$ cat src/rtl/router_input_fifo.sv
// router_input_fifo: per-port NoC input flit FIFO with link backpressure, occupancy and sticky overflow.
// Optional build macro ROUTER_FIFO_BYPASS_EN enables zero-latency fall-through while empty.
module router_input_fifo #(
  parameter int unsigned WIDTH     = 16,
  parameter int unsigned DEPTH     = 4,
  parameter int unsigned AF_THRESH = 3
) (
  input  logic                     clk,
  input  logic                     rst,
  input  logic [WIDTH-1:0]         flit_i,
  input  logic                     flit_valid_i,
  output logic                     iner_o,
  output logic [WIDTH-1:0]         flit_o,
  output logic                     flit_valid_o,
  input  logic                     flit_pop_i,
  output logic [$clog2(DEPTH):0]   count_o,
  output logic                     almost_full_o,
  output logic                     ovf_o
);

  localparam int unsigned PW = (DEPTH > 1) ? $clog2(DEPTH) : 1;
  localparam int unsigned CW = $clog2(DEPTH) + 1;

  logic [WIDTH-1:0] mem [DEPTH];
  logic [PW-1:0]    rd_ptr;
  logic [PW-1:0]    wr_ptr;
  logic [CW-1:0]    count;
  logic             ovf;
  logic             full;
  logic             empty;
  logic             push;
  logic             pop;
  logic             bypass;

  // Explicit wrap so non-power-of-two depths work.
  function automatic logic [PW-1:0] ptr_next(input logic [PW-1:0] p);
    return (p == PW'(DEPTH - 1)) ? '0 : p + PW'(1);
  endfunction

  always_comb begin
    full  = (count == CW'(DEPTH));
    empty = (count == '0);
`ifdef ROUTER_FIFO_BYPASS_EN
    bypass = empty & flit_valid_i & flit_pop_i;
`else
    bypass = 1'b0;
`endif
    push = flit_valid_i & (~full | flit_pop_i) & ~bypass;
    pop  = flit_pop_i & ~empty;
  end

  always_ff @(posedge clk or negedge rst) begin
    if (!rst) begin
      rd_ptr <= '0;
      wr_ptr <= '0;
      count  <= '0;
      ovf    <= 1'b0;
    end else begin
      if (push) wr_ptr <= ptr_next(wr_ptr);
      if (pop)  rd_ptr <= ptr_next(rd_ptr);
      if (push && !pop)
        count <= count + CW'(1);
      else if (pop && !push)
        count <= count - CW'(1);
      if (flit_valid_i && full && !flit_pop_i)
        ovf <= 1'b1;
    end
  end

  // Storage carries no reset; contents are only visible through rd_ptr while non-empty.
  always_ff @(posedge clk) begin
    if (push) mem[wr_ptr] <= flit_i;
  end

  always_comb begin
    flit_valid_o = ~empty;
    flit_o       = empty ? '0 : mem[rd_ptr];
`ifdef ROUTER_FIFO_BYPASS_EN
    if (empty && flit_valid_i) begin
      flit_o       = flit_i;
      flit_valid_o = 1'b1;
    end
`endif
  end

  assign iner_o        = ~full | flit_pop_i;
  assign count_o       = count;
  assign almost_full_o = (count >= CW'(AF_THRESH));
  assign ovf_o         = ovf;

endmodule
$ cat config.mk
export PLATFORM = sky130hd
export DESIGN_NAME = router_input_fifo
export DESIGN_NICKNAME = d
export VERILOG_FILES = /design/src/rtl/router_input_fifo.sv
export SDC_FILE = /design/constraint.sdc
export NUM_CORES = 1
export LEC_CHECK = 0
export BUFFER_PORTS_ARGS = -buffer_cell sky130_fd_sc_hd__buf_2
export CORE_ASPECT_RATIO = 2
export CORE_UTILIZATION = 50
export DETAILED_ROUTE_END_ITERATION = 10
export PLACE_DENSITY = 0.74
export SLEW_MARGIN = 25
export SYNTH_ARGS = -nofsm -noshare
export SYNTH_HDL_FRONTEND = slang
export SYNTH_SLANG_ARGS = --single-unit
$ cat constraint.sdc
create_clock -name clk -period 2.14 [get_ports clk]
set_input_delay 0.214 -clock clk [delete_from_list [all_inputs] [get_ports clk]]
set_output_delay 0.214 -clock clk [all_outputs]
set_load 0.02 [all_outputs]
Word-level counts from Yosys, hierarchy flattened
Memory sizes are Yosys's and may differ from the RTL's.
Index checks and enable logic that the tools add are counted.
Word-level totals
  output and inout port bits: 23
  memory bits (writable): 64
  bits in registers: 8
  memories: 1
Cells by class
  mux-type cells: 7
  equality and inequality tests: 3
  bitwise gates (word level): 5
  reductions and logical operators: 9
  $add $sub $neg: 4
  $lt $le $gt $ge: 1
Memory list
  mem: words 4, bits a word 16, rd ports 1, clocked after memory_dff 0, write ports 1, RTL line 24  | logic [WIDTH-1:0] mem [DEPTH];
Operators with widths (count)
  $mux 16: 1
  $mux 3: 2
  $add 2x1->2 const B: 2
  $eq 2x2->1 const B: 2
  $logic_and 1x1->1: 4
  $mux 2: 2
  $add 3x1->3 const B: 1
  $eq 3x3->1 const B: 1
  $ge 3x2->1 const B: 1
  $logic_not 1->1: 3
  $logic_not 3->1: 1
  $sub 3x1->3 const B: 1
  $and 1x1->1: 2
  $mux 1: 2
  $not 1->1: 2
  $reduce_bool 2->1: 1
  $or 1x1->1: 1

Depth between registers and ports, before layout
Gate-level depths: netlist of the first run.
  depth after elaboration: 8
  gate-level depth with buffers: 9
  mapped depth without buffers: 8

Least setup slack after synthesis of the first run
No wires, ideal clock.
  path type: reg-to-reg
  start point: register count[1], in the netlist count_o[1]
  end point: register count[2], in the netlist count_o[2]
  buffers on the path: 1
  arrival: 2.071 ns
  required time: 2.060 ns
  path slack: -0.011 ns
  stages on the path, launching flop included: 10
  setup time: 0.080 ns
  cells stage by stage: dfrtp_1 -> or3_1 -> buf_2 -> nand2_2 -> ha_1 -> inv_1 -> fa_1 -> xor2_1 -> nor2_1 -> xor2_1
On the way
  longest elaborated chain between the ends: 7
RTL lines
  start, declared: RTL line 27  | logic [CW-1:0] count;
  start signal, assigned: RTL line 62  | count <= count + CW'(1);
  start signal, assigned: RTL line 64  | count <= count - CW'(1);
  $eq 3x3->1: RTL line 41  | full = (count == CW'(DEPTH));
  $not 1->1: RTL line 48  | push = flit_valid_i & (~full | flit_pop_i) & ~bypass;
  $or 1x1->1: RTL line 48
  $and 1x1->1: RTL line 48
  $logic_not 1->1: RTL line 63  | else if (pop && !push)
  $logic_and 1x1->1: RTL line 63
  $reduce_bool 2->1 (no line)
Several ways; a longest one is shown, not always the timed one. The select of a mux whose other input is x is not followed.
A chain may end at the register's enable or synchronous reset.

Worst setup path after layout of the first run
  start point: register rd_ptr[0]
  end point: output flit_o[8]
On the way
  longest elaborated chain between the ends: 2
RTL lines
  start, declared: RTL line 25  | logic [PW-1:0] rd_ptr;
  start signal, assigned: RTL line 60  | if (pop) rd_ptr <= ptr_next(rd_ptr);
  $mem_v2 4x16
  $mux 16: RTL line 77  | flit_o = empty ? '0 : mem[rd_ptr];
  end, declared: RTL line 13  | output logic [WIDTH-1:0] flit_o,
Every way passes these cells.

==> impl_metrics.csv, run 1 <==
group,metric,value,unit
critical_path,worstPathRequired,1.93,ns
placement,gp_congestion,0.6889,
yosys,async_flop_share,0.1111,
global_routing,grt_busiest_layer,"met2",
yosys,seq_area_frac_synth,0.7183,
route,remaining_drc_errors,0,
yosys,syn_nets,170,
run_status,status,"completed",
power,powerDensity,1486,nW/um^2
timing,post-route-min-period,2.034,ns
placement,place_hpwl,3322,um
floorplan,row_count,39,
cells_and_area,drive_above_1_share,0.4175,
critical_path,critPathBufInv,2,
global_routing,grt_pass1_vias,1620,
clock_tree,htree_levels,3,
yosys,yosys_warnings,0,
global_routing,grt_pass1_wl,8093,um
clock_tree,root_buffer,"clkbuf_16",
critical_path,cp_max_fo,16,
global_routing,track_usage,0.1847,
floorplan,fp.dieH,110.7,um
power,p_sw,1.731,mW
global_routing,grt_max_degree,19,
critical_path,path_delay_family,"multiplexers",
cells_and_area,area_growth,22.24,%
timing,setup_viol,0,
global_routing,met2_usage,0.3167,
timing,slew_headroom,0.7240,
route,drt_iter0_drc,58,
clock_tree,clock_path_buffers,2,
yosys,yosys-top-cells-count,"64 x edfxtp_1, 20 x and2_1, 8 x dfrtp_1, 8 x mux4_1, 8 x mux4_2",
power,swShare,0.3225,
cells_and_area,antennaDiodeCount,0,
timing,hold_viol_final,0,
clock_tree,cts.sink_count,72,
global_routing,antenna_found_initial,0,
floorplan,core,5709,um^2
cells_and_area,fillers,404,
yosys,yosysUniqueCellTypes,21,
yosys,synth_area_leaders,"edfxtp_1 65%, mux4_1 7.1%, dfrtp_1 6.8%",
yosys,synth_ff_type,"edfxtp_1",
critical_path,arrival,1.82,ns
power,power_frac_seq,0.387,
power,power.leakage,1.357,nW
yosys,netlist_instances,143,
critical_path,worstSetupEndpointType,"output pin",
placement,dp.cells,248,
placement,port_buffers,42,
cells_and_area,nNetsFinal,228,
yosys,synth_area,2954,um^2
timing,final.setup.tns,0,ns
clock_tree,clk_latency,0.33,ns
global_routing,grt_overflow,0,
worst_hold_path,min_path_type,"in -> reg",
clock_tree,clk_pin_slew,0.05,ns
yosys,synth_edf_count,64,
route,wl,4955,um
clock_tree,cts-buffers-inserted,9,
critical_path,cp_cell_sequence,"buf_12, mux4_1, and2_1, buf_2",
global_routing,grt_util_met1,0.1924,
critical_path,cp-start-kind,"flip-flop",
power,pwr-share-clk,0.239,
floorplan,start_util,0.5174,
timing,slew_viol_final,0,
yosys,yosysMostFrequentCell,"edfxtp_1",
power,comb_power_share,0.374,
floorplan,die-area,6238,um^2
timing,tightest_slew,0.4140,ns
clock_tree,cts_tree,"built",
route,dr.pass1.iters,4,
power,total_power,5.366,mW
yosys,yosys.area.top_type,"edfxtp_1",
timing,max_freq,491.6,MHz
job,timing.max_cap.violations,0,
floorplan,fp.dieW,56.35,um
route,wl_per_cell,18.56,um
yosys,synth_top_area_frac,0.6506,
timing,period_share,0.9505,
critical_path,reg2reg_setup_slack,0.11,ns
power,ir_drop,0.001017,V
route,ant_nets,0,
cells_and_area,fin_util,0.6325,
route,vias_per_cell,5.506,
critical_path,cp_slowest_cell,"mux4_1",
yosys,synth_seq_cells,72,
critical_path,path_class,"reg -> out",
critical_path,critPathMaxStageDelay,0.57,ns
global_routing,grt_util_met3,0.05368,
timing,fin_skew,0.007092,ns
cells_and_area,final_cells,267,
power,power.internal,3.636,mW
floorplan,num_io_pins,43,
route,via_count,1470,
yosys,syn_avg_cell_area,20.66,um^2
## per-stage QoR
step	area, um^2	hold WS [ns]	setup slack (ns)
6_report	3611	0.09667	0.1060
5_1_grt	3611	0.09158	-0.0005798
4_1_cts	3588	0.08832	0.03612
3_5_place_dp	3317	0.06958	0.05652
3_3_place_gp	3317	0.06312	0.1405
2_1_floorplan	2955	-0.08159	0.01093
## worst register-to-register path: cells and delay by family (launching register included)
| kind | cells | cell delay [ns] |
|---|---|---|
| xor gates and xnor gates | 2 | 0.31 |
| adders and majority gates | 2 | 0.56 |
| buffers and inverters | 1 | 0.05 |
| DFF | 1 | 0.44 |
| and+or+nand+nor | 3 | 0.60 |
## layer usage
metal / part of all wire / up-vias
met4: 0.030 / 0
met3: 0.037 / 13
li1: - / 682
met1: 0.36 / 738
met2: 0.58 / 37
met5: 0 / -
## cells by family after synthesis
kind of cell | Yosys count | synth area share
xor gates and xnor gates | 3 | 0.008896
and+or+nand+nor | 27 | 0.06057
muxes | 21 | 0.1512
buffers and inverters | 11 | 0.02372
adders and majority gates | 7 | 0.03219
DFF | 72 | 0.7183
AOI/OAI and AO/OA | 2 | 0.005081
## placed cells by master, fill, tap and decap left out
cell type | Yosys | final
a21o_1 | 2 | 2
and2_1 | 20 | 20
buf_12 | 1 | 5
buf_2 | 4 | 42
buf_4 | 0 | 6
clkbuf_1 | 1 | 3
clkbuf_16 | 0 | 9
clkinv_2 | 0 | 3
clkinvlp_4 | 0 | 1
dfrtp_1 | 8 | 5
dfrtp_2 | 0 | 3
dlygate4sd3_1 | 0 | 1
edfxtp_1 | 64 | 64
fa_1 | 1 | 1
ha_1 | 6 | 5
ha_2 | 0 | 1
inv_1 | 4 | 4
mux2_2 | 5 | 5
mux4_1 | 8 | 8
mux4_2 | 8 | 8
nand2_2 | 1 | 1
nor2_1 | 3 | 3
nor2b_1 | 1 | 1
nor4b_4 | 1 | 1
or3_4 | 0 | 1
xnor2_1 | 1 | 1
xor2_1 | 2 | 2
## sequential cells by signal, summed over array words and instances (netlist names)
register,flops
ovf_o,1
rd_ptr,2
count_o,3
wr_ptr,2
mem,64
## power groups by stage
stage               Combinational, mW  Clock [mW]  Sequential (mW)
floorplan                        1.37           0             2.06
global placement                 1.94           0             2.08
detailed placement               1.99           0             2.12
CTS                              1.99        1.31             2.10
global route                     2.18        1.36             2.11
finish                           2.01        1.28             2.08
## cell type report
type | count | area [um^2] | share of cell area
Timing Repair Buffer | 54 | 365.4 | 0.1012
Multi-Input combinational cell | 60 | 769.5 | 0.2131
Inverter | 4 | 15.01 | 0.004158
Sequential cell | 72 | 2126 | 0.5887
Tap cell | 61 | 76.32 | 0.02114
Clock buffer | 12 | 236.5 | 0.06549
Clock inverter | 4 | 22.52 | 0.006237
## what timing repair did
action,4_1_cts,5_1_grt
endpoints found under the setup margin,9,3
resized for setup,2,2
hold endpoints to repair,8,0
setup buffers,0,2
hold buffers,1,0
## final timing paths
check,from,depth (start not counted),to
worst max-delay path,rd_ptr[0],4,flit_o[8]
worst min-delay path,flit_i[8],1,mem[3][8]
worst max register to register,count_o[1],8,count_o[2]
worst min register to register,ovf_o,1,ovf_o
max in group asynchronous,rst,2,count_o[1]
min in group asynchronous,rst,2,wr_ptr[0]
(Power assumes the default switching activity.)
==> inputs of run 2 (changes only) <==
Settings changed: PLACE_DENSITY 0.74 to 0.77.
==> run 2 against run 1 <==
  * Setup slack got worse by 0.030 ns
  * Register-to-register slack got worse by 0.03 ns
  * Final area rose by 0.66%
  * Sequential share of layout area is 0.32 points lower
  * Maximum frequency fell by 1.5%
  * Routed wire length shrank 2.6%
  * Non-clock buffer count up 1
  * Final cell count grew 0.37%
  * Count of clock-buffer cells in the layout decreased by 2
  * Clock power up 21%
  * Critical path depth is 4 higher
  * Largest power group unchanged
==> impl_metrics.csv, run 2 (synthesis results as in run 1) <==
group,metric,value,unit
clock_tree,root_buffer,"clkbuf_16",
floorplan,fp.dieH,110.7,um
clock_tree,clock_path_buffers,2,
placement,port_buffers,42,
power,total_power,5.585,mW
power,powerDensity,1537,nW/um^2
critical_path,worstSetupEndpointType,"flip-flop",
timing,post-route-min-period,2.064,ns
route,drt_iter0_drc,67,
critical_path,reg2reg_from,"count_o[1]",
critical_path,arrival,2.31,ns
floorplan,row_count,39,
power,swShare,0.3094,
route,wl_per_cell,18.01,um
cells_and_area,layout_common_cells,"64 x edfxtp_1, 42 x buf_2, 20 x and2_1, 11 x buf_4, 9 x clkbuf_16",
worst_hold_path,min_path_type,"in -> reg",
cells_and_area,regMostFlops,"mem",
critical_path,cp_slowest_cell,"dfrtp_2",
floorplan,die-area,6238,um^2
critical_path,path_class,"reg -> reg",
global_routing,grt_pass1_vias,1611,
critical_path,startpoint,"count_o[1]",
floorplan,num_io_pins,43,
critical_path,worstPathRequired,2.38,ns
timing,final.setup.tns,0,ns
cells_and_area,area_growth,23.04,%
clock_tree,cts.sink_count,72,
critical_path,path_delay_family,"simple AND/OR/NAND/NOR gates",
critical_path,rr_worst_depth,8,
clock_tree,clk_pin_slew,0.05,ns
cells_and_area,nNetsFinal,229,
critical_path,critPathMaxStageDelay,0.45,ns
timing,slew_headroom,0.7267,
cells_and_area,antennaDiodeCount,0,
worst_hold_path,whs_path_depth,1,
route,vias_per_cell,5.481,
cells_and_area,finalInstanceArea,3635,um^2
clock_tree,cts_tree,"built",
critical_path,cp_max_fo,6,
cells_and_area,fillers,385,
worst_hold_path,min_from,"flit_i[13]",
floorplan,fp.dieW,56.35,um
timing,max_freq,484.5,MHz
route,remaining_drc_errors,0,
clock_tree,clk_latency,0.33,ns
global_routing,grt_pass1_wl,7893,um
cells_and_area,fin_util,0.6366,
critical_path,path_common_cell,"xor2_1",
route,wl,4827,um
timing,period_share,0.9645,
critical_path,cp-start-kind,"flip-flop",
critical_path,r2r_end,"count_o[2]",
floorplan,core,5709,um^2
power,ir_drop,0.001252,V
placement,place_hpwl,3329,um
global_routing,grt_max_degree,19,
power,p_sw,1.728,mW
clock_tree,htree_levels,3,
placement,gp_congestion,0.6615,
power,power.internal,3.857,mW
critical_path,critPathBufInv,1,
critical_path,cp_cell_sequence,"or3_4, nand2_2, ha_4, inv_1, fa_1, xor2_1, nor2_1, xor2_1",
job,timing.max_cap.violations,0,
cells_and_area,largest_register_ffs,64,
global_routing,track_usage,0.1792,
power,power.leakage,1.379,nW
route,via_count,1469,
global_routing,grt_overflow,0,
timing,setup_viol,0,
cells_and_area,regArea,2128,um^2
timing,fin_skew,0.004905,ns
placement,placed_area,3247,um^2
power,pwr-share-clk,0.278,
route,ant_nets,0,
cells_and_area,final_common_cell,"edfxtp_1",
power,power_frac_seq,0.376,
worst_hold_path,hold_end,"mem[3][13]",
cells_and_area,multi_input_area,779.5,um^2
critical_path,reg2reg_setup_slack,0.08,ns
global_routing,antenna_found_initial,0,
run_status,status,"completed",
cells_and_area,drive_above_1_share,0.4444,
route,dr.pass1.iters,4,
clock_tree,cts-buffers-inserted,9,
timing,hold_viol_final,0,
floorplan,start_util,0.5174,
timing,whs,0.1027,ns
power,comb_power_share,0.346,
timing,tightest_slew,0.4099,ns
timing,slew_viol_final,0,
-- run 2: changes by cell type in the layout (fill, tap and decap cells not counted) --
cell and delta:
buf_4 +5, ha_2 -1, ha_4 +1, clkbuf_1 -3, bufinv_16 +2, dfrtp_1 -2, dfrtp_2 +2, buf_12 -5
buf_6 +1, clkbuf_8 +1
-- run 2: layout make-up --
class	count	area share
sequential	72	0.5855
multi-input combinational	60	0.2145
clock inverter	6	0.02272
clock buffer	10	0.06575
timing repair buffer	55	0.08640
tap	61	0.02100
inverter	4	0.004131
-- run 2: how the worst max path moves through the flow --
stage	cells past startpoint	to	slack (ns)
6_report	8	count_o[2]	0.08
5_1_grt	8	count_o[2]	-0.04
4_1_cts	3	flit_o[14]	0.001
3_5_place_dp	8	count_o[2]	-0.003
3_3_place_gp	8	count_o[2]	0.14
2_1_floorplan	9	count_o[2]	0.01
-- run 2: worst register-to-register path, cell delays in order, from the launching register on --
cell	delay, ns
dfrtp_2	0.45
or3_4	0.39
nand2_2	0.12
ha_4	0.15
inv_1	0.05
fa_1	0.37
xor2_1	0.16
nor2_1	0.13
xor2_1	0.16
-- run 2: metal layers --
metal  track usage  share of wire  wire [um]  up-vias
li1              -              -          -      681
met1        0.1934           0.37       1792      734
met2        0.3008           0.56       2683       42
met3       0.05484          0.045        217       12
met4        0.1089          0.027        132        0
met5             0              0          0        -
-- run 2: metrics by stage --
step	setup slack (ns)	std cells
detailed placement	-0.002722	247
global placement	0.1424	247
finish	0.07586	268
CTS	0.001067	264
global route	-0.03668	268
floorplan	0.01093	143
-- run 2: power by group through the flow --
stage | combinational (mW) | sequential (mW) | clock [mW]
finish | 1.93 | 2.10 | 1.55
detailed placement | 1.86 | 2.13 | 0
floorplan | 1.37 | 2.06 | 0
global route | 2.11 | 2.13 | 1.64
global placement | 1.79 | 2.09 | 0
CTS | 1.89 | 2.11 | 1.58
-- run 2: repair_timing --
item                                    in CTS  in global routing
buffers inserted                             0                  4
endpoints found under the setup margin       9                 16
endpoints found under the hold margin        8                  0
hold buffers                                 1                  0
resized for setup                            5                  3
pin swaps                                    0                  1
==> inputs of run 3 (changes only) <==
--- a/config.mk
+++ b/config.mk
@@ -7,8 +7,10 @@
 export LEC_CHECK = 0
 export BUFFER_PORTS_ARGS = -buffer_cell sky130_fd_sc_hd__buf_2
+export CELL_PAD_IN_SITES_DETAIL_PLACEMENT = 0
+export CELL_PAD_IN_SITES_GLOBAL_PLACEMENT = 1
 export CORE_ASPECT_RATIO = 2
-export CORE_UTILIZATION = 50
+export CORE_UTILIZATION = 44
 export DETAILED_ROUTE_END_ITERATION = 10
-export PLACE_DENSITY = 0.77
+export PLACE_DENSITY = 0.78
 export SLEW_MARGIN = 25
 export SYNTH_ARGS = -nofsm -noshare
==> constraint.sdc (replaced) <==
create_clock -name clk -period 2.14 [get_ports clk]
set_input_delay 0.107 -clock clk [delete_from_list [all_inputs] [get_ports clk]]
set_output_delay 0.107 -clock clk [all_outputs]
set_load 0.02 [all_outputs]
==> run 3 against run 2 <==
  * Combinational power up 4%
  * Clock power shrank 3%
  * Register-to-register slack is essentially flat
  * Maximum frequency fell by 0.52%
  * Routed wire length grew 5.7%
  * Non-clock buffer count is 14 higher
  * Setup slack lost 0.011 ns
  * Critical endpoint unchanged
==> impl_metrics.csv, run 3 (synthesis results as in run 1) <==
group,metric,value,unit
run_status,status,"completed",
timing,tightest_slew,0.7562,ns
floorplan,start_util,0.4607,
cells_and_area,finalInstanceArea,3771,um^2
clock_tree,clk_latency,0.33,ns
route,drt_iter0_drc,28,
clock_tree,clk_pin_slew,0.06,ns
placement,port_buffers,42,
route,vias_per_cell,5.016,
timing,post-route-min-period,2.075,ns
placement,placed_area,3286,um^2
floorplan,num_io_pins,43,
timing,final.setup.tns,0,ns
critical_path,path_class,"reg -> reg",
cells_and_area,drive_above_1_share,0.4163,
global_routing,grt_pass1_wl,7900,um
clock_tree,htree_levels,3,
clock_tree,cts.sink_count,72,
route,via_count,1540,
cells_and_area,area_growth,27.66,%
timing,slew_viol_final,0,
cells_and_area,largest_register_ffs,64,
timing,period_share,0.9696,
route,wl_per_cell,16.62,um
critical_path,worstSetupEndpointType,"flip-flop",
critical_path,worstPathRequired,2.38,ns
global_routing,grt_pass1_vias,1616,
cells_and_area,nNetsFinal,243,
critical_path,cp_max_fo,4,
cells_and_area,regMostFlops,"mem",
clock_tree,cts_tree,"built",
timing,hold_viol_final,0,
cells_and_area,layout_common_cells,"64 x edfxtp_1, 42 x buf_2, 20 x and2_1, 15 x buf_4, 12 x dlygate4sd3_1",
job,timing.max_cap.violations,0,
floorplan,die-area,7065,um^2
timing,fin_skew,0.005903,ns
cells_and_area,final_common_cell,"edfxtp_1",
global_routing,grt_overflow,0,
critical_path,arrival,2.32,ns
clock_tree,root_buffer,"clkbuf_16",
worst_hold_path,min_path_type,"in -> reg",
floorplan,fp.dieH,117.9,um
clock_tree,cts-buffers-inserted,9,
floorplan,fp.dieW,59.94,um
global_routing,antenna_found_initial,0,
timing,max_freq,482.0,MHz
route,remaining_drc_errors,0,
power,powerDensity,1475,nW/um^2
clock_tree,clock_path_buffers,2,
floorplan,core,6412,um^2
global_routing,track_usage,0.1607,
timing,slew_headroom,0.4959,
cells_and_area,antennaDiodeCount,0,
power,power.leakage,1.436,nW
route,ant_nets,0,
floorplan,row_count,41,
route,dr.pass1.iters,4,
placement,gp_congestion,0.6994,
placement,place_hpwl,3358,um
timing,setup_viol,0,
route,wl,5101,um
global_routing,grt_max_degree,19,
power,ir_drop,0.001046,V
critical_path,cp-start-kind,"flip-flop",
run 3: changes by cell type in the layout (fill, tap and decap cells not counted), sizes merged:
cell         change
buf              +3
bufinv           -1
clkbuf           +3
clkinv           -1
clkinvlp         -1
dlygate4sd3     +11
run 3: final timing paths:
path	cells after the start	end	startpoint	slack [ns]
max in group asynchronous	2	count_o[0]	rst	1.78
worst min register to register	1	ovf_o	ovf_o	0.45
min in group asynchronous	2	ovf_o	rst	0.16
worst max-delay path	9	count_o[2]	count_o[2]	0.07
worst max register to register	9	count_o[2]	count_o[2]	0.07
worst min-delay path	1	mem[1][8]	flit_i[8]	0.007
run 3: timing repair:
| action | in CTS | in global routing |
|---|---|---|
| gates resized for setup | 2 | 2 |
| endpoints found under the setup margin | 1 | 1 |
| endpoints found under the hold margin | 45 | 0 |
| pin swaps | 0 | 4 |
| hold buffers | 12 | 0 |
| setup buffers | 0 | 6 |
run 3: through the flow:
stage          hold slack, ns  std cells  total power, mW  setup slack (ns)  utilization
6_report             0.007276        307            5.561           0.06511       0.5881
5_1_grt              0.002911        307            5.813         -0.004160       0.5881
4_1_cts             0.0004829        301            5.522          0.007945       0.5801
3_5_place_dp         -0.04337        273            4.011          0.001085       0.5124
3_3_place_gp         -0.04613        273            3.891            0.1384       0.5124
2_1_floorplan         -0.1886        143            3.430           0.01093            -
run 3: critical path: stages (launching register included):
cell,delay (ns)
dfrtp_2,0.42
buf_4,0.14
nor4b_4,0.13
nor2b_1,0.17
ha_2,0.22
inv_1,0.07
fa_1,0.38
xor2_1,0.15
nor2_1,0.14
xor2_1,0.16
run 3: power breakdown:
group          total, mW  switching, mW  leakage [nW]  internal, mW
logic               2.01           1.05         0.604         0.957
clock network       1.50          0.503         0.156         0.992
registers           2.06          0.176         0.676          1.88
total               5.56           1.73          1.44          3.83
run 3: final cells by class:
class                   instances  area, um^2
fillers                       473        2641
flip-flops and latches         72        2126
multi-input cells              60       769.5
repair buffers                 69       442.9
clock buffers                  13       270.3
well taps                      86       107.6
clock inverters                 3       40.04
inverters                       4       15.01
run 3: layer usage:
metal	global-route usage	up-vias	part of all wire
met1	0.1673	785	0.37
met3	0.04396	9	0.032
met5	0	-	0
met4	0.08721	0	0.024
met2	0.2771	37	0.58
li1	-	709	-
